## src/rtl/logo_bouncer.sv

```systemverilog
// logo_bouncer -- draws one rectangular logo that moves autonomously across
// the visible area and bounces off the screen edges.
//
// Position/direction update once per frame on a registered tick taken at the
// start of vertical blank (x_px == 0, y_px == V_ACTIVE). Two raw push buttons
// are synchronised and debounced; their debounced rising edges step a
// saturating speed register. Each bounce emits a sound code that is held for
// SOUND_FRAMES frame ticks.
//
// Optional feature macro: BOUNCE_COLOR_EN
//   defined   -> logo colour advances 001..111 (skipping 000) on every tick
//                with any bounce (a corner advances once)
//   undefined -> logo colour is the constant LOGO_COLOR
//
// Ports:
//   clk        in   pixel clock (px_clk from vga_controller)
//   clr        in   asynchronous active-high reset
//   x_px       in   current pixel column [9:0]
//   y_px       in   current pixel line   [9:0]
//   inc_vel    in   raw button, increase speed
//   dec_vel    in   raw button, decrease speed
//   color_px   out  registered RGB for the current pixel [2:0]
//   code_sound out  00 none, 01 X bounce, 10 Y bounce, 11 corner
//   mute       out  high when code_sound == 00
module logo_bouncer #(
    parameter int unsigned H_ACTIVE     = 640,
    parameter int unsigned V_ACTIVE     = 480,
    parameter int unsigned LOGO_W       = 64,
    parameter int unsigned LOGO_H       = 32,
    parameter int unsigned VEL_W        = 3,
    parameter int unsigned VEL_INIT     = 1,
    parameter int unsigned DEB_CYCLES   = 65536,
    parameter int unsigned SOUND_FRAMES = 4,
    parameter logic [2:0]  LOGO_COLOR   = 3'b111
) (
    input  logic       clk,
    input  logic       clr,
    input  logic [9:0] x_px,
    input  logic [9:0] y_px,
    input  logic       inc_vel,
    input  logic       dec_vel,
    output logic [2:0] color_px,
    output logic [1:0] code_sound,
    output logic       mute
);

    localparam int unsigned XMAX = H_ACTIVE - LOGO_W;
    localparam int unsigned YMAX = V_ACTIVE - LOGO_H;
    localparam int unsigned DCW  = $clog2(DEB_CYCLES + 1);
    localparam int unsigned SCW  = $clog2(SOUND_FRAMES + 1);
    localparam logic [VEL_W-1:0] VEL_MAX = '1;
    localparam logic [VEL_W-1:0] VEL_MIN = VEL_W'(1);

    typedef struct packed {
        logic       dir;   // 1 = moving towards MAX
        logic [9:0] pos;
    } axis_t;

    typedef struct packed {
        logic  bounce;
        axis_t ax;
    } step_t;

    // One frame of motion on one axis; 11-bit arithmetic so pos+speed cannot
    // wrap and pos-speed never underflows into a large position.
    function automatic step_t step_axis(input axis_t cur, input logic [10:0] spd,
                                        input logic [10:0] lim);
        step_t      nxt;
        logic [10:0] wide;
        nxt.ax     = cur;
        nxt.bounce = 1'b0;
        if (cur.dir) begin
            wide = {1'b0, cur.pos} + spd;
            if (wide >= lim) begin
                nxt.ax.pos = lim[9:0];
                nxt.ax.dir = 1'b0;
                nxt.bounce = 1'b1;
            end else begin
                nxt.ax.pos = wide[9:0];
            end
        end else begin
            wide = {1'b0, cur.pos} - spd;
            if ({1'b0, cur.pos} <= spd) begin
                nxt.ax.pos = '0;
                nxt.ax.dir = 1'b1;
                nxt.bounce = 1'b1;
            end else begin
                nxt.ax.pos = wide[9:0];
            end
        end
        return nxt;
    endfunction

    // ------------------------------------------------------------------
    // Button synchronisers and debouncers, bit 0 = inc, bit 1 = dec
    // ------------------------------------------------------------------
    logic [1:0]     sync1_q, sync2_q;
    logic [1:0]     deb_q, deb_d;
    logic [DCW-1:0] deb_cnt_q [2];
    logic [DCW-1:0] deb_cnt_d [2];
    logic [1:0]     rise;

    always_comb begin
        deb_d = deb_q;
        rise  = '0;
        for (int unsigned i = 0; i < 2; i++) begin
            deb_cnt_d[i] = deb_cnt_q[i];
            if (sync2_q[i] == deb_q[i]) begin
                deb_cnt_d[i] = '0;
            end else if (deb_cnt_q[i] == DCW'(DEB_CYCLES - 1)) begin
                // DEB_CYCLES consecutive differing samples: accept new level
                deb_d[i]     = sync2_q[i];
                deb_cnt_d[i] = '0;
                rise[i]      = sync2_q[i];
            end else begin
                deb_cnt_d[i] = deb_cnt_q[i] + DCW'(1);
            end
        end
    end

    always_ff @(posedge clk or posedge clr) begin
        if (clr) begin
            sync1_q      <= '0;
            sync2_q      <= '0;
            deb_q        <= '0;
            deb_cnt_q[0] <= '0;
            deb_cnt_q[1] <= '0;
        end else begin
            sync1_q   <= {dec_vel, inc_vel};
            sync2_q   <= sync1_q;
            deb_q     <= deb_d;
            deb_cnt_q <= deb_cnt_d;
        end
    end

    // ------------------------------------------------------------------
    // Speed register (saturating 1 .. 2^VEL_W-1)
    // ------------------------------------------------------------------
    logic [VEL_W-1:0] speed_q, speed_d;

    always_comb begin
        speed_d = speed_q;
        if (rise[0] && !rise[1] && speed_q != VEL_MAX) begin
            speed_d = speed_q + VEL_W'(1);
        end else if (rise[1] && !rise[0] && speed_q != VEL_MIN) begin
            speed_d = speed_q - VEL_W'(1);
        end
    end

    // ------------------------------------------------------------------
    // Frame tick and motion
    // ------------------------------------------------------------------
    logic  tick_q;
    axis_t ax_q, ax_d, ay_q, ay_d;
    step_t sx, sy;
    logic  bounce_x, bounce_y, bounce_any;

    always_comb begin
        sx         = step_axis(ax_q, 11'(speed_q), 11'(XMAX));
        sy         = step_axis(ay_q, 11'(speed_q), 11'(YMAX));
        ax_d       = ax_q;
        ay_d       = ay_q;
        bounce_x   = 1'b0;
        bounce_y   = 1'b0;
        if (tick_q) begin
            ax_d     = sx.ax;
            ay_d     = sy.ax;
            bounce_x = sx.bounce;
            bounce_y = sy.bounce;
        end
        bounce_any = bounce_x | bounce_y;
    end

    // ------------------------------------------------------------------
    // Sound code, held for SOUND_FRAMES ticks after the latest bounce
    // ------------------------------------------------------------------
    logic [1:0]     code_q, code_d;
    logic [SCW-1:0] snd_cnt_q, snd_cnt_d;
    logic           mute_q;

    always_comb begin
        code_d    = code_q;
        snd_cnt_d = snd_cnt_q;
        if (bounce_any) begin
            code_d    = {bounce_y, bounce_x};
            snd_cnt_d = SCW'(SOUND_FRAMES);
        end else if (tick_q && snd_cnt_q != '0) begin
            snd_cnt_d = snd_cnt_q - SCW'(1);
            if (snd_cnt_q == SCW'(1)) begin
                code_d = 2'b00;
            end
        end
    end

    // ------------------------------------------------------------------
    // Logo colour
    // ------------------------------------------------------------------
    logic [2:0] colour;
`ifdef BOUNCE_COLOR_EN
    logic [2:0] colour_q, colour_d;

    always_comb begin
        colour_d = colour_q;
        if (bounce_any) begin
            colour_d = (colour_q == 3'b111) ? 3'b001 : colour_q + 3'd1;
        end
        colour = colour_q;
    end

    always_ff @(posedge clk or posedge clr) begin
        if (clr) begin
            colour_q <= LOGO_COLOR;
        end else begin
            colour_q <= colour_d;
        end
    end
`else
    always_comb begin
        colour = LOGO_COLOR;
    end
`endif

    // ------------------------------------------------------------------
    // Pixel output
    // ------------------------------------------------------------------
    logic [2:0]  color_q, color_d;
    logic        in_x, in_y;
    logic [10:0] px_x, px_y;

    always_comb begin
        px_x    = {1'b0, x_px};
        px_y    = {1'b0, y_px};
        in_x    = (px_x < 11'(H_ACTIVE)) && (px_x >= {1'b0, ax_q.pos})
                  && (px_x < {1'b0, ax_q.pos} + 11'(LOGO_W));
        in_y    = (px_y < 11'(V_ACTIVE)) && (px_y >= {1'b0, ay_q.pos})
                  && (px_y < {1'b0, ay_q.pos} + 11'(LOGO_H));
        color_d = (in_x && in_y) ? colour : '0;
    end

    // ------------------------------------------------------------------
    // State registers
    // ------------------------------------------------------------------
    always_ff @(posedge clk or posedge clr) begin
        if (clr) begin
            tick_q    <= 1'b0;
            ax_q      <= '{dir: 1'b1, pos: 10'((H_ACTIVE - LOGO_W) / 2)};
            ay_q      <= '{dir: 1'b1, pos: 10'((V_ACTIVE - LOGO_H) / 2)};
            speed_q   <= VEL_W'(VEL_INIT);
            code_q    <= 2'b00;
            snd_cnt_q <= '0;
            mute_q    <= 1'b1;
            color_q   <= '0;
        end else begin
            tick_q    <= (x_px == '0) && (y_px == 10'(V_ACTIVE));
            ax_q      <= ax_d;
            ay_q      <= ay_d;
            speed_q   <= speed_d;
            code_q    <= code_d;
            snd_cnt_q <= snd_cnt_d;
            mute_q    <= (code_d == 2'b00);
            color_q   <= color_d;
        end
    end

    assign color_px   = color_q;
    assign code_sound = code_q;
    assign mute       = mute_q;

endmodule

```

## config.mk

```make
export PLATFORM = sky130hd
export DESIGN_NAME = logo_bouncer
export DESIGN_NICKNAME = d
export VERILOG_FILES = /design/src/rtl/logo_bouncer.sv
export SDC_FILE = /design/constraint.sdc
export NUM_CORES = 1
export LEC_CHECK = 0
export CAP_MARGIN = 30
export CORE_ASPECT_RATIO = 0.5
export CORE_MARGIN = 2
export CORE_UTILIZATION = 55
export CTS_CLUSTER_DIAMETER = 100
export DETAILED_ROUTE_END_ITERATION = 6
export PLACE_DENSITY = 0.75
export SYNTH_ARGS = -nofsm -noshare
export SYNTH_HDL_FRONTEND = slang
export SYNTH_SLANG_ARGS = --single-unit
```

## constraint.sdc

```tcl
create_clock -name clk -period 2.3 [get_ports clk]
set_input_delay 0.23 -clock clk [delete_from_list [all_inputs] [get_ports clk]]
set_output_delay 0.23 -clock clk [all_outputs]
set_load 0.01 [all_outputs]
```

==> impl_summary.md, run 1 <==
STA
Between clock sinks in the finished design, the worst skew comes to about 0.0085 ns. Setup repair after global routing could not meet its margin everywhere. The maximum clock rate is 0.3877 GHz.

For the final routed database, the setup TNS stands at -4.472 ns. The post-route fraction of the period consumed by the critical path is 112.1%. Counting I/O delays and the setup requirement, the final critical path takes 2.579 ns. Hold is met by approximately 0.33 ns. The number of hold violations in the final report was 0.

Setup violations remaining at the end of the flow were counted as 28. The worst-margin pin slew is 0.6038 ns. The final number of max-transition violations is 0. Measured against its own limit, the worst slew margin works out to 59.70%. In the post-route analysis, the smallest setup slack over all paths is -0.2793 ns.

Route
In this run, the number of DRC markers left after iteration 0 of detailed routing was approximately 320. The DRC violation count after routing is 0. The routed via count is 4735. The total routed wirelength is 13.51 mm. The detail route stage leaves a number of antenna-violating nets equal to 0. The wire length per cell after detailed routing is roughly 16 um. The first detailed-routing pass took 4 iterations. After detailed routing, the number of vias per cell comes to approximately 5.7.

Clock tree
The H-tree was split into 3 levels. The maximum clock insertion buffer count is 2. The total of hold buffers inserted after clock tree synthesis is 0. The number of clock buffers added by TritonCTS is 9. The clock tree root buffer cell is clkbuf_16.

The number of clock sinks seen by CTS is 73. TritonCTS built the clock tree. The post-CTS clock slew at the launch and capture registers of the worst setup and hold paths is 0.06 ns. At the later pin of the worst-skew pair, clock insertion delay measures 0.34 ns.

Run status
The run finished, with violations left. The final reports fail on negative setup slack.

Die
The floorplan has 25 rows. The number of top-level pins is 30. The total area inside the core boundary comes to 9447 um2.

For this configuration, the core starts out at a cell density of 56.77%. From left edge to right edge, the die measures 143.6 um. The die is about 74 um tall. The floorplan step defined a die boundary enclosing 10600 um2.

Synth
Sorting the synthesized cells by area gives the leading types as dfrtp_1 30%, ha_1 13%, dfstp_2 4.4%. The cell area that synthesis handed to floorplanning was 5363 um2. The post-synthesis cell type count is between 70 and 80.

When the netlist entered floorplanning its net count stood at 657. The number of register bits inferred by synthesis is 73. Each instance of the synthesized netlist takes up on average just over 9 um2.

The part of the Yosys area used for sequential elements is 34.27%. For this run, the leading register cell type out of synthesis is dfrtp_1. The synthesized instance count is approximately 580. The number of flops mapped to enable cells by yosys is 0. The cell taking the most area after synthesis is dfrtp_1. The async set or reset register ratio after synthesis is 100.0%. The share of synthesized area in the top cell type comes to 29.86%. For this run, the number of Yosys warnings is 0.

Placed design
The routability congestion estimate from global placement is 0.9497. The count of buffers added on input and output ports is 29. The HPWL after detailed placement is 9.604 mm.

Finish
The area growth from synthesis to layout is 29.96%. The final layout contains 770 nets. The library cell used most frequently in the layout, excluding fill and tap cells, is buf_4. The fraction of final layout cells sized beyond drive strength 1 is a little over a quarter. The number of fillers in the final layout is a little over 700. The library cells used most frequently in the layout, excluding fill and tap cells, are 87 x buf_4, 62 x dfrtp_1, 49 x nor2_1. The repair_antennas step left the layout with diodes totalling 0.

Power and ir drop
For this design the static power due to leakage is roughly 0.0031 uW. The sequential cell fraction of total power is 44.8%. The combinational power share is under 10%.

Power spread over the standard cell area amounts to between 400 and 500 nW/um2. Summed over all nets, the switching power comes to 664.2 uW. The share of total power consumed by net switching is 22.69%. The clock share of power is a little under 50%. VDD sags by at most 385.1 uV. The internal power consumption is about 2300 uW.

Global routing
Global routing consumed, on the met2 layer, 45.50% of the routing resources. The number of global-route vias before repair is 4769. For this run, global-route usage on met1 was measured as 36.25%. After global routing the overflow that remains totals 0. Entering global routing, the biggest net connects 74 pins.

The initial antenna violation count was 0. The global-route track usage on met3 is under 10%. The global routing's busiest layer is met2. The total routing resource utilization after global routing is 27.35%. The wire length of the first global-routing pass is 22.62 mm.

Setup path
The critical path is of the flip-flop to flip-flop type. The required time of the worst setup path is 2.52 ns. The worst setup path is captured at a flip-flop.

The cell family contributing the most delay on the critical path is compound AO/OA/AOI/OAI gates. For the worst setup path, the data arrival time is approximately 2.8 ns. The launching element type of the critical path is a flip-flop.

The critical path goes through ha_2, inv_2, fa_2, a21o_1, a2111oi_4, nor2_4, a31oi_4, o41ai_2, a22o_1. The largest single stage delay on the critical path is 0.58 ns. The count of buffer and inverter cells on the critical path is 1. The critical path's slowest cell is dfstp_2. The peak fanout along the critical path is 5.

Flow run
The max capacitance violation total is 0.

Min path
The worst hold path class is input pin to async pin.
[repair_timing]
item | in CTS | in global routing
pin swaps | 19 | 5
gates cloned | 0 | 1
resized for setup | 36 | 18
setup endpoints to repair | 28 | 29
setup buffers | 9 | 3
hold endpoints to repair | 0 | 0
[sequential cells by signal, indices dropped and copies added, names as in the netlist, 2 cells and up]
register	cells
ax_q	11
ay_q	11
code_sound	2
deb_cnt_q	34
deb_q	2
snd_cnt_q	3
speed_q	3
sync1_q	2
sync2_q	2
[worst min-delay path: stages]
cell	delay [ns]
clkdlybuf4s50_1	0.43
inv_2	0.08
buf_12	0.34
[metal layers]
layer	share of wire (%)	vias up
met2	47	119
li1	-	2283
met3	5.9	14
met4	1.0	0
met1	46	2319
met5	0	-
[cell families after synthesis]
group           share of synthesized area [%]
compound gates                          18.46
xor+xnor                                7.513
simple gates                            19.86
fa+ha+maj                               14.09
mux                                    0.6299
buf+inv                                 5.180
flops                                   34.27
[Yosys cell counts (all sizes together) (9+ instances only)]
| master | n |
|---|---|
| a21oi | 19 |
| ha | 54 |
| xnor2 | 25 |
| nor2b | 9 |
| dfrtp | 64 |
| nand4 | 9 |
| inv | 43 |
| xor2 | 21 |
| nand2 | 31 |
| o21a | 9 |
| nor3 | 12 |
| o21ai | 33 |
| buf | 13 |
| nand3 | 27 |
| and3 | 15 |
| nor2 | 52 |
| a21o | 11 |
| dfstp | 9 |
[path summary, 6_finish.rpt]
path / from / to / slack (ns) / cells after the start
worst max-delay path: speed_q[0]$_DFFE_PP1P_ / snd_cnt_q[1]$_DFFE_PP0P_ / -0.28 / 9
worst min-delay path: clr / ay_q[0]$_DFFE_PP0P_ / 0.33 / 3
worst max register to register: speed_q[0]$_DFFE_PP1P_ / snd_cnt_q[1]$_DFFE_PP0P_ / -0.28 / 9
worst min register to register: sync1_q[1]$_DFF_PP0_ / sync2_q[1]$_DFF_PP0_ / 0.35 / 0
max in group asynchronous: clr / ax_q[10]$_DFFE_PP1P_ / 1.64 / 3
min in group clk: inc_vel / sync1_q[0]$_DFF_PP0_ / 0.34 / 1
[stage by stage]
stage / instance area [um2] / setup WS, ns / power, uW / instances / utilization, %
floorplan: 5395 / -0.1455 / 1430 / 575 / -
global route: 6969 / -0.3647 / 3040 / 828 / 73.77
global placement: 6355 / -0.2087 / 1511 / 799 / 67.27
finish: 6969 / -0.2793 / 2927 / 828 / 73.77
CTS: 6860 / -0.2093 / 2944 / 824 / 72.62
detailed placement: 6355 / -0.2838 / 1516 / 799 / 67.27
[final cells by class]
cell class	instances	area (um2)	share of cell area, %
timing repair buffer	123	1031	14.79
multi-input combinational	438	3466	49.73
clock buffer	12	246.5	3.537
inverter	43	163.9	2.352
sequential	73	1841	26.41
clock inverter	4	52.55	0.7540
tap	135	168.9	2.424
[power by group through the flow]
| stage | registers (uW) | logic (uW) | clock network (uW) |
|---|---|---|---|
| finish | 1310 | 190 | 1430 |
| global route | 1310 | 217 | 1510 |
| CTS | 1310 | 188 | 1450 |
| detailed placement | 1330 | 183 | 0 |
| global placement | 1330 | 178 | 0 |
| floorplan | 1330 | 99.6 | 0 |
Note: power is estimated with default switching activity, not from simulation.
==> inputs of run 2 (changes only) <==
--- a/config.mk
+++ b/config.mk
@@ -9,9 +9,9 @@
 export CORE_ASPECT_RATIO = 0.5
 export CORE_MARGIN = 2
 export CORE_UTILIZATION = 55
-export CTS_CLUSTER_DIAMETER = 100
 export DETAILED_ROUTE_END_ITERATION = 6
-export PLACE_DENSITY = 0.75
+export PLACE_DENSITY = 0.72
 export SYNTH_ARGS = -nofsm -noshare
 export SYNTH_HDL_FRONTEND = slang
 export SYNTH_SLANG_ARGS = --single-unit
+export TNS_END_PERCENT = 50
==> constraint.sdc (replaced) <==
create_clock -name clk -period 3.1 [get_ports clk]
set_input_delay 0.31 -clock clk [delete_from_list [all_inputs] [get_ports clk]]
set_output_delay 0.31 -clock clk [all_outputs]
set_load 0.01 [all_outputs]
==> run 2 against run 1 <==
- the flow now finishes without violations
- power shrank 22%
- maximum frequency decreased by 9.6%
- final cell count is 10% lower
- non-clock buffer count fell by 86
- highest routed layer unchanged
- count of clock-buffer cells in the layout shrank 1
- die area did not move
- via count shrank 10%
- utilization decreased by 9.0 points
- routed wire length decreased by 14%
- worst setup slack improved by 0.53 ns
==> impl_summary.md, run 2 (synthesis results as in run 1) <==
Setup path
The critical path endpoint category was a flip-flop (unchanged). The family of cells with the greatest summed delay on the critical path is compound AO/OA/AOI/OAI gates (unchanged). The arrival time at the worst endpoint is 3.08 ns (was 2.80 ns). The delay of the slowest cell on the worst path is 0.51 ns (was 0.58 ns).

The category of the critical setup timing path is flip-flop to flip-flop (unchanged). The worst reg2reg path depth came to 9 (unchanged). The peak fanout along the critical path is 7 (was 5). The startpoint of the worst-slack reg-to-reg timing path is speed_q[1]$_DFFE_PP0P_ (was speed_q[0]$_DFFE_PP1P_). The setup slack on the worst flop-to-flop path is 0.25 ns (was -0.28 ns).

The critical path's slowest cell is dfrtp_1 (was dfstp_2). Chain of cells forming the critical path: inv_1, ha_1, nor3b_4, o311ai_2, xnor2_1, a21bo_4, a31oi_4, o41ai_2, a22o_1 (was ha_2, inv_2, fa_2, a21o_1, a2111oi_4, nor2_4, a31oi_4, o41ai_2, a22o_1). The required time of the worst setup path came to 3.33 ns (was 2.52 ns). The launching element type of the critical path is a flip-flop (unchanged).

The count of buffer and inverter cells on the critical path is 1 (unchanged). The endpoint of the worst register-to-register path is snd_cnt_q[1]$_DFFE_PP0P_ (unchanged).

Route
The DRC violation count after routing is 0 (unchanged). The via density per instance is 5.732 (was 5.719). The wire length per cell after detailed routing was 15.69 um (was 16.31 um). The number of DRC violations after detailed-routing iteration 0 is 410 (was 322). The routed via count is 4253 (was 4735). The total routed wirelength is 11.64 mm (was 13.51 mm). The number of optimization iterations in the first detailed-route pass is 7 (was 4).

The remaining number of nets flagged by the antenna check after routing was 0 (unchanged).

Min path
The sink of the worst hold path is sync2_q[0]$_DFF_PP0_. The worst hold path class is flip-flop to flip-flop (was input pin to async pin). The cell depth of the worst min-delay path is 0. The worst hold path begins at sync1_q[0]$_DFF_PP0_.

Power and ir drop
The peak supply drop was 297.0 uV (was 385.1 uV). The power density over the cells came to 375.1 nW/um2 (was 420.0 nW/um2). The static leakage came to 0.002650 uW (was 0.003065 uW).

Finish
The area occupied by multi-input gates is 3247 um2 (was 3466 um2). The sequential cell area is 1838 um2 (was 1841 um2). The largest register by flop count is deb_cnt_q (unchanged). The most frequent standard cell in the layout excluding fill and tap cells is dfrtp_1 (was buf_4). The area growth from synthesis to layout was 14.02% (was 29.96%). The fraction of final layout cells sized beyond drive strength 1 is 10.21% (was 26.84%).

The number of flip-flops under the largest register name is 34 (unchanged). Most frequent cells in the layout: 64 x dfrtp_1, 54 x ha_1, 50 x nor2_1 (was 87 x buf_4, 62 x dfrtp_1, 49 x nor2_1). The number of fillers in the final layout is 796 (was 708). The total inserted antenna cells is 0 (unchanged). Registers with the most flip-flops: deb_cnt_q (34), ax_q (11), ay_q (11) (unchanged).

The post-route cell area is 6115 um2 (was 6969 um2). The final layout net count was 684 (was 770).

Global routing
The total routing resource utilization after global routing came to 23.79% (was 27.35%). The initial antenna violation count is 0 (unchanged). The global route total overflow is 0 (unchanged).

The number of global-route vias before repair came to 3998 (was 4769). The wire length of the first global-routing pass came to 19.59 mm (was 22.62 mm). The pin count of the biggest net entering global routing is 38 (was 74).

STA
The post-route fraction of the period consumed by the critical path is 92.01% (was 112.1%). The final critical-path required period is 2.852 ns (was 2.579 ns). The number of setup violations in the final report was 0 (was 28). The worst max-slew margin expressed relative to the limit is 54.55% (was 59.70%). The number of hold violations in the final report was 0 (unchanged). The maximum clock rate is 0.3506 GHz (was 0.3877 GHz).

The worst-margin pin slew is 0.6807 ns (was 0.6038 ns). The setup skew after layout is 0.005243 ns (was 0.008497 ns). The final sum of negative setup slack is 0 ns (was -4.472 ns). Setup repair after global routing missed its margin: false (was true). The final number of max-transition violations was 0 (unchanged).

Run status
Status: complete, no violations (was finished, violations left).

Flow run
The max capacitance violation total is 0 (unchanged).

Clock tree
The total of hold buffers inserted after clock tree synthesis is 0 (unchanged). The maximum clock insertion buffer count came to 2 (unchanged). The quantity of gates resized following cts is 0 (was 36). The number of buffers added for setup after CTS is 0 (was 9). The number of buffers created by CTS came to 9 (unchanged). The post-CTS clock slew at the launch and capture registers of the worst setup and hold paths is 0.06 ns (about the same). The CTS tree is done (unchanged). The latest clock arrival within the worst-skew pair is 0.34 ns (about the same). The number of clock sinks seen by CTS came to 73 (unchanged). The clock tree root buffer cell is clkbuf_16 (unchanged).

The maximum level of the CTS H-tree was 3 (unchanged).

Die
The initial cell density of the core came to 56.77% (unchanged). The die area is 10600 um2 (unchanged). The number of top-level pins came to 30 (unchanged).

The number of rows created at floorplan is 25 (unchanged). The horizontal die dimension was 143.6 um (unchanged). The overall die height is 73.82 um (unchanged).

The core footprint was 9447 um2 (unchanged).

Placed design
The count of input and output buffers came to 29 (unchanged). The routability congestion estimate from global placement came to 0.9086 (was 0.9497). The HPWL after detailed placement is 8.477 mm (was 9.604 mm). The placed cell area is 5778 um2 (was 6355 um2).
==> run 2: cell types whose count changed in the layout (fill, tap and decap cells not counted), sizes merged <==
cell / before / now
clkbuf: 12 / 11
inv: 44 / 43
buf: 94 / 8
bufinv: 1 / 3
==> run 2: how the worst max path moves through the flow <==
| stage | start | to | slack, ns | cells after the start |
|---|---|---|---|---|
| 2_1_floorplan | speed_q[1]$_DFFE_PP0P_ | snd_cnt_q[1]$_DFFE_PP0P_ | 0.58 | 9 |
| 3_3_place_gp | speed_q[1]$_DFFE_PP0P_ | snd_cnt_q[1]$_DFFE_PP0P_ | 0.37 | 9 |
| 3_5_place_dp | speed_q[1]$_DFFE_PP0P_ | snd_cnt_q[1]$_DFFE_PP0P_ | 0.29 | 9 |
| 4_1_cts | speed_q[1]$_DFFE_PP0P_ | snd_cnt_q[1]$_DFFE_PP0P_ | 0.24 | 9 |
| 5_1_grt | speed_q[1]$_DFFE_PP0P_ | snd_cnt_q[1]$_DFFE_PP0P_ | 0.06 | 9 |
| 6_report | speed_q[1]$_DFFE_PP0P_ | snd_cnt_q[1]$_DFFE_PP0P_ | 0.25 | 9 |
==> run 2: where the power goes <==
part / leakage (uW) / internal, uW / switching [uW]
registers: 0.000973 / 963 / 10.4
logic: 0.00151 / 64.0 / 67.9
clock network: 0.000164 / 786 / 402
==> run 2: layout make-up <==
class                           count  share of cell area (%)
Clock buffer                       11                   3.806
Clock inverter                      5                   1.698
Inverter                           43                   2.640
Multi-Input combinational cell    438                   53.10
Sequential cell                    73                   30.06
Tap cell                          135                   2.762
Timing Repair Buffer               37                   5.934
==> run 2: worst reg2reg max path, delay by kind of cell, from the launching register on <==
kind	cells	cell delay [ns]
AOI/OAI and AO/OA	5	1.09
xor gates and xnor gates	1	0.20
adders and majority gates	1	0.41
buffers and inverters	1	0.23
DFF	1	0.51
and+or+nand+nor	1	0.31
==> run 2: metal layers <==
layer / up-vias / routed length [um] / track usage, % / share of wire (%)
met3: 13 / 569 / 5.802 / 4.9
met4: 0 / 137 / 7.298 / 1.2
met2: 117 / 4865 / 33.92 / 42
li1: 2114 / - / - / -
met1: 2009 / 6071 / 35.49 / 52
met5: - / 0 / 0 / 0
==> run 2: stage by stage <==
step | setup WS, ns | total power, uW | utilization (%) | cells | hold slack [ns]
floorplan | 0.5794 | 1061 | - | 575 | 0.3312
global placement | 0.3700 | 1121 | 61.17 | 726 | 0.3350
detailed placement | 0.2948 | 1123 | 61.17 | 726 | 0.3379
CTS | 0.2430 | 2319 | 64.73 | 742 | 0.3504
global route | 0.05742 | 2381 | 64.73 | 742 | 0.3554
finish | 0.2478 | 2294 | 64.73 | 742 | 0.3503
==> inputs of run 3 (changes only) <==
--- a/config.mk
+++ b/config.mk
@@ -5,12 +5,14 @@
 export SDC_FILE = /design/constraint.sdc
 export NUM_CORES = 1
 export LEC_CHECK = 0
+export ABC_AREA = 1
 export CAP_MARGIN = 30
 export CORE_ASPECT_RATIO = 0.5
 export CORE_MARGIN = 2
 export CORE_UTILIZATION = 55
 export DETAILED_ROUTE_END_ITERATION = 6
 export PLACE_DENSITY = 0.72
+export REMOVE_ABC_BUFFERS = 1
 export SYNTH_ARGS = -nofsm -noshare
 export SYNTH_HDL_FRONTEND = slang
 export SYNTH_SLANG_ARGS = --single-unit
==> run 3 against run 2 <==
- synthesized cell count rose by 25%
- routed wire length increased by 4.1%
- combinational power increased by 9.8%
- clock skew is essentially flat
- global-route usage is 0.32 points lower
- register-to-register slack improved by 0.32 ns
- sequential share of layout area shrank 0.98 points
- sequential power barely moved
- die area rose by 3.4%
- hold slack worse by 0.0016 ns
- worst setup slack gained 0.32 ns
- power is 2.6% lower
==> impl_summary.md, run 3 <==
Run status
Status: complete, no violations (unchanged).

Finish
The filler-free cell count of the finished design is 893 (was 742). The number of fillers in the final layout was 887 (was 796). The sequential cell area is 1838 um2 (unchanged). The area growth from synthesis to layout was 13.81% (was 14.02%).

The number of flip-flops under the largest register name is 34 (unchanged). Registers with the most flip-flops: deb_cnt_q (34), ax_q (11), ay_q (11) (unchanged). Most frequent cells in the layout: 128 x nand2_1, 87 x inv_1, 82 x nor2_1 (was 64 x dfrtp_1, 54 x ha_1, 50 x nor2_1). The most frequent standard cell in the layout excluding fill and tap cells is nand2_1 (was dfrtp_1). The largest register by flop count is deb_cnt_q (unchanged).

The area occupied by multi-input gates is 3303 um2 (was 3247 um2). The fraction of final layout cells sized beyond drive strength 1 is 10.16% (was 10.21%). The total inserted antenna cells is 0 (unchanged). The final layout net count is 835 (was 684).

Route
The wire length per cell after detailed routing was 13.58 um (was 15.69 um). The routed via count came to 4809 (was 4253). The via density per instance is 5.385 (was 5.732).

The remaining number of nets flagged by the antenna check after routing is 0 (unchanged). The number of optimization iterations in the first detailed-route pass is 5 (was 7). The total routed wirelength is 12.12 mm (was 11.64 mm). The DRC violation count after routing is 0 (unchanged). The number of DRC violations after detailed-routing iteration 0 is 250 (was 410).

Clock tree
The CTS tree is done (unchanged). The number of clock sinks seen by CTS came to 73 (unchanged). The quantity of gates resized following cts is 0 (unchanged). The maximum level of the CTS H-tree is 3 (unchanged).

The clock tree root buffer cell was clkbuf_16 (unchanged). The number of buffers added for setup after CTS is 0 (unchanged). The number of buffers created by CTS is 9 (unchanged).

The maximum clock insertion buffer count is 2 (unchanged). The total of hold buffers inserted after clock tree synthesis is 0 (unchanged). The latest clock arrival within the worst-skew pair came to 0.34 ns (about the same). The post-CTS clock slew at the launch and capture registers of the worst setup and hold paths was 0.06 ns (about the same).

Setup path
The category of the critical setup timing path is flip-flop to flip-flop (unchanged). The arrival time at the worst endpoint was 2.74 ns (was 3.08 ns). The critical path's slowest cell is dfrtp_1 (unchanged). The required time of the worst setup path was 3.31 ns (was 3.33 ns). The critical path endpoint category is a flip-flop (unchanged). The delay of the slowest cell on the worst path came to 0.52 ns (was 0.51 ns). The peak fanout along the critical path is 7 (unchanged). The most repeated library cell on the critical path is o21ai_0. The launching element type of the critical path was a flip-flop (unchanged). Chain of cells forming the critical path: inv_1, ha_1, o21ai_1, nand3_1, o21ai_0, nand2_2, nand3_1, inv_1, o21ai_0, o21ai_0 (was inv_1, ha_1, nor3b_4, o311ai_2, xnor2_1, a21bo_4, a31oi_4, o41ai_2, a22o_1).

Placed design
The HPWL after detailed placement was 9.197 mm (was 8.477 mm). The worst slack at placement was 0.6159 ns (was 0.2948 ns). The routability congestion estimate from global placement is 0.8948 (was 0.9086). The count of input and output buffers is 29 (unchanged). The total instance count after detailed placement came to 877 (was 726).

Global routing
The number of global-route vias before repair is 4469 (was 3998). The pin count of the biggest net entering global routing is 74 (was 38). The global route total overflow was 0 (unchanged). The wire length of the first global-routing pass came to 20.54 mm (was 19.59 mm). The total routing resource utilization after global routing is 23.47% (was 23.79%).

The initial antenna violation count is 0 (unchanged).

Synth
The number of flops mapped to enable cells by yosys came to 0 (unchanged). The number of warnings issued by yosys was 0 (unchanged). The number of register bits inferred by synthesis is 73 (unchanged).

The synthesized instance count was 720 (was 575). The average cell area after synthesis is 7.714 um2 (was 9.326 um2). The async set or reset register ratio after synthesis came to 100.0% (unchanged). The part of the Yosys area used for sequential elements is 33.09% (was 34.27%). The most frequently used cell type in the post-synthesis netlist is nand2_1 (was dfrtp_1). The post-synthesis cell type count is 44 (was 75). Commonest cells in the synthesized netlist: 128 x nand2_1, 88 x inv_1, 82 x nor2_1, 64 x dfrtp_1, 54 x ha_1 (was 64 x dfrtp_1, 54 x ha_1, 50 x nor2_1, 43 x inv_1, 32 x o21ai_0). The cell taking the most area after synthesis is dfrtp_1 (unchanged). The dominant register cell in the synthesized netlist is dfrtp_1 (unchanged). The top-area cell type share of the netlist area is 28.84% (was 29.86%). Ranking of synthesized cells by area: dfrtp_1 29%, ha_1 12%, nand2_1 8.7% (was dfrtp_1 30%, ha_1 13%, dfstp_2 4.4%).

The summed instance area of the synthesized netlist is 5554 um2 (was 5363 um2).

STA
The number of hold violations in the final report came to 0 (unchanged). Setup repair after global routing missed its margin: false (unchanged). The final sum of negative setup slack is 0 ns (unchanged). The worst max-slew margin expressed relative to the limit was 58.64% (was 54.55%). The final number of max-transition violations is 0 (unchanged). The maximum clock rate is 0.3947 GHz (was 0.3506 GHz). The setup skew after layout was 0.005115 ns (was 0.005243 ns). The number of setup violations in the final report is 0 (unchanged). The worst-margin pin slew came to 0.6160 ns (was 0.6807 ns).

The post-route fraction of the period consumed by the critical path is 81.72% (was 92.01%). The final critical-path required period is 2.533 ns (was 2.852 ns). The setup slack of the critical path after layout came to 0.5666 ns (was 0.2478 ns).

Power and ir drop
The peak supply drop was 273.8 uV (was 297.0 uV). The static leakage was 0.002917 uW (was 0.002650 uW). The power density over the cells is 353.5 nW/um2 (was 375.1 nW/um2).

Die
The die area is 10970 um2 (was 10600 um2). The initial cell density of the core is 57.65% (was 56.77%). The core footprint was 9634 um2 (was 9447 um2). The horizontal die dimension came to 146.1 um (was 143.6 um). The number of rows created at floorplan is 25 (unchanged). The overall die height came to 75.06 um (was 73.82 um). The number of top-level pins is 30 (unchanged).

Min path
The worst hold path class is flip-flop to flip-flop (unchanged).

Flow run
The max capacitance violation total is 0 (unchanged).
-- run 3: cell count changes after synthesis, moves of 18 or more --
cell,previous run,this run
nand2_1,31,128
inv_1,43,88
nor2_1,50,82
nand3_1,27,52
a21oi_1,19,41
xnor2_1,25,7
-- run 3: worst max-delay path, delay by kind of cell (launching register included) --
| family | cells | cell delay [ns] |
|---|---|---|
| flops | 1 | 0.52 |
| compound gates | 4 | 0.77 |
| fa+ha+maj | 1 | 0.38 |
| simple gates | 3 | 0.38 |
| buf+inv | 2 | 0.34 |
-- run 3: layer usage --
metal | global-route usage (%) | routed length [um]
met3 | 4.667 | 545
met1 | 30.55 | 5792
met4 | 5.609 | 106
met2 | 41.56 | 5678
met5 | 0 | 0
-- run 3: path summary, 6_finish.rpt --
check / to / cells after the start / startpoint / slack (ns)
max: ay_q[0]$_DFFE_PP0P_ / 10 / speed_q[1]$_DFFE_PP0P_ / 0.57
min: sync2_q[1]$_DFF_PP0_ / 0 / sync1_q[1]$_DFF_PP0_ / 0.35
max reg2reg: ay_q[0]$_DFFE_PP0P_ / 10 / speed_q[1]$_DFFE_PP0P_ / 0.57
min reg2reg: sync2_q[1]$_DFF_PP0_ / 0 / sync1_q[1]$_DFF_PP0_ / 0.35
max in group asynchronous: speed_q[0]$_DFFE_PP1P_ / 3 / clr / 2.36
min in group asynchronous: deb_cnt_q[20]$_DFF_PP0_ / 3 / clr / 0.36
-- run 3: metrics by stage --
step / utilization [%] / cell area (um2) / total power, uW / hold slack, ns
detailed placement: 62.27 / 6000 / 1133 / 0.3379
finish: 65.61 / 6321 / 2234 / 0.3487
global placement: 62.27 / 6000 / 1130 / 0.3325
global route: 65.61 / 6321 / 2322 / 0.3534
CTS: 65.61 / 6321 / 2257 / 0.3513
floorplan: - / 5498 / 1066 / 0.3312
-- run 3: layout make-up --
type / count / share of cell area [%]
Multi-Input combinational cell: 541 / 52.26
Sequential cell: 73 / 29.08
Inverter: 95 / 5.641
Timing Repair Buffer: 33 / 5.265
Clock buffer: 10 / 3.622
Tap cell: 135 / 2.672
Clock inverter: 6 / 1.465
-- run 3: kinds of logic after synthesis --
group	synth area share, %
AND/OR/NAND/NOR	30.77
adder cells (fa/ha/maj)	13.61
XOR/XNOR	5.204
AO/OA/AOI/OAI	9.890
flip-flops	33.09
buffers and inverters	7.434
-- run 3: where the power goes --
part	internal, uW	leakage (uW)	switching (uW)
registers	963	0.000973	6.92
clock network	709	0.000149	411
logic	65.3	0.00179	80.0
total	1740	0.00292	498
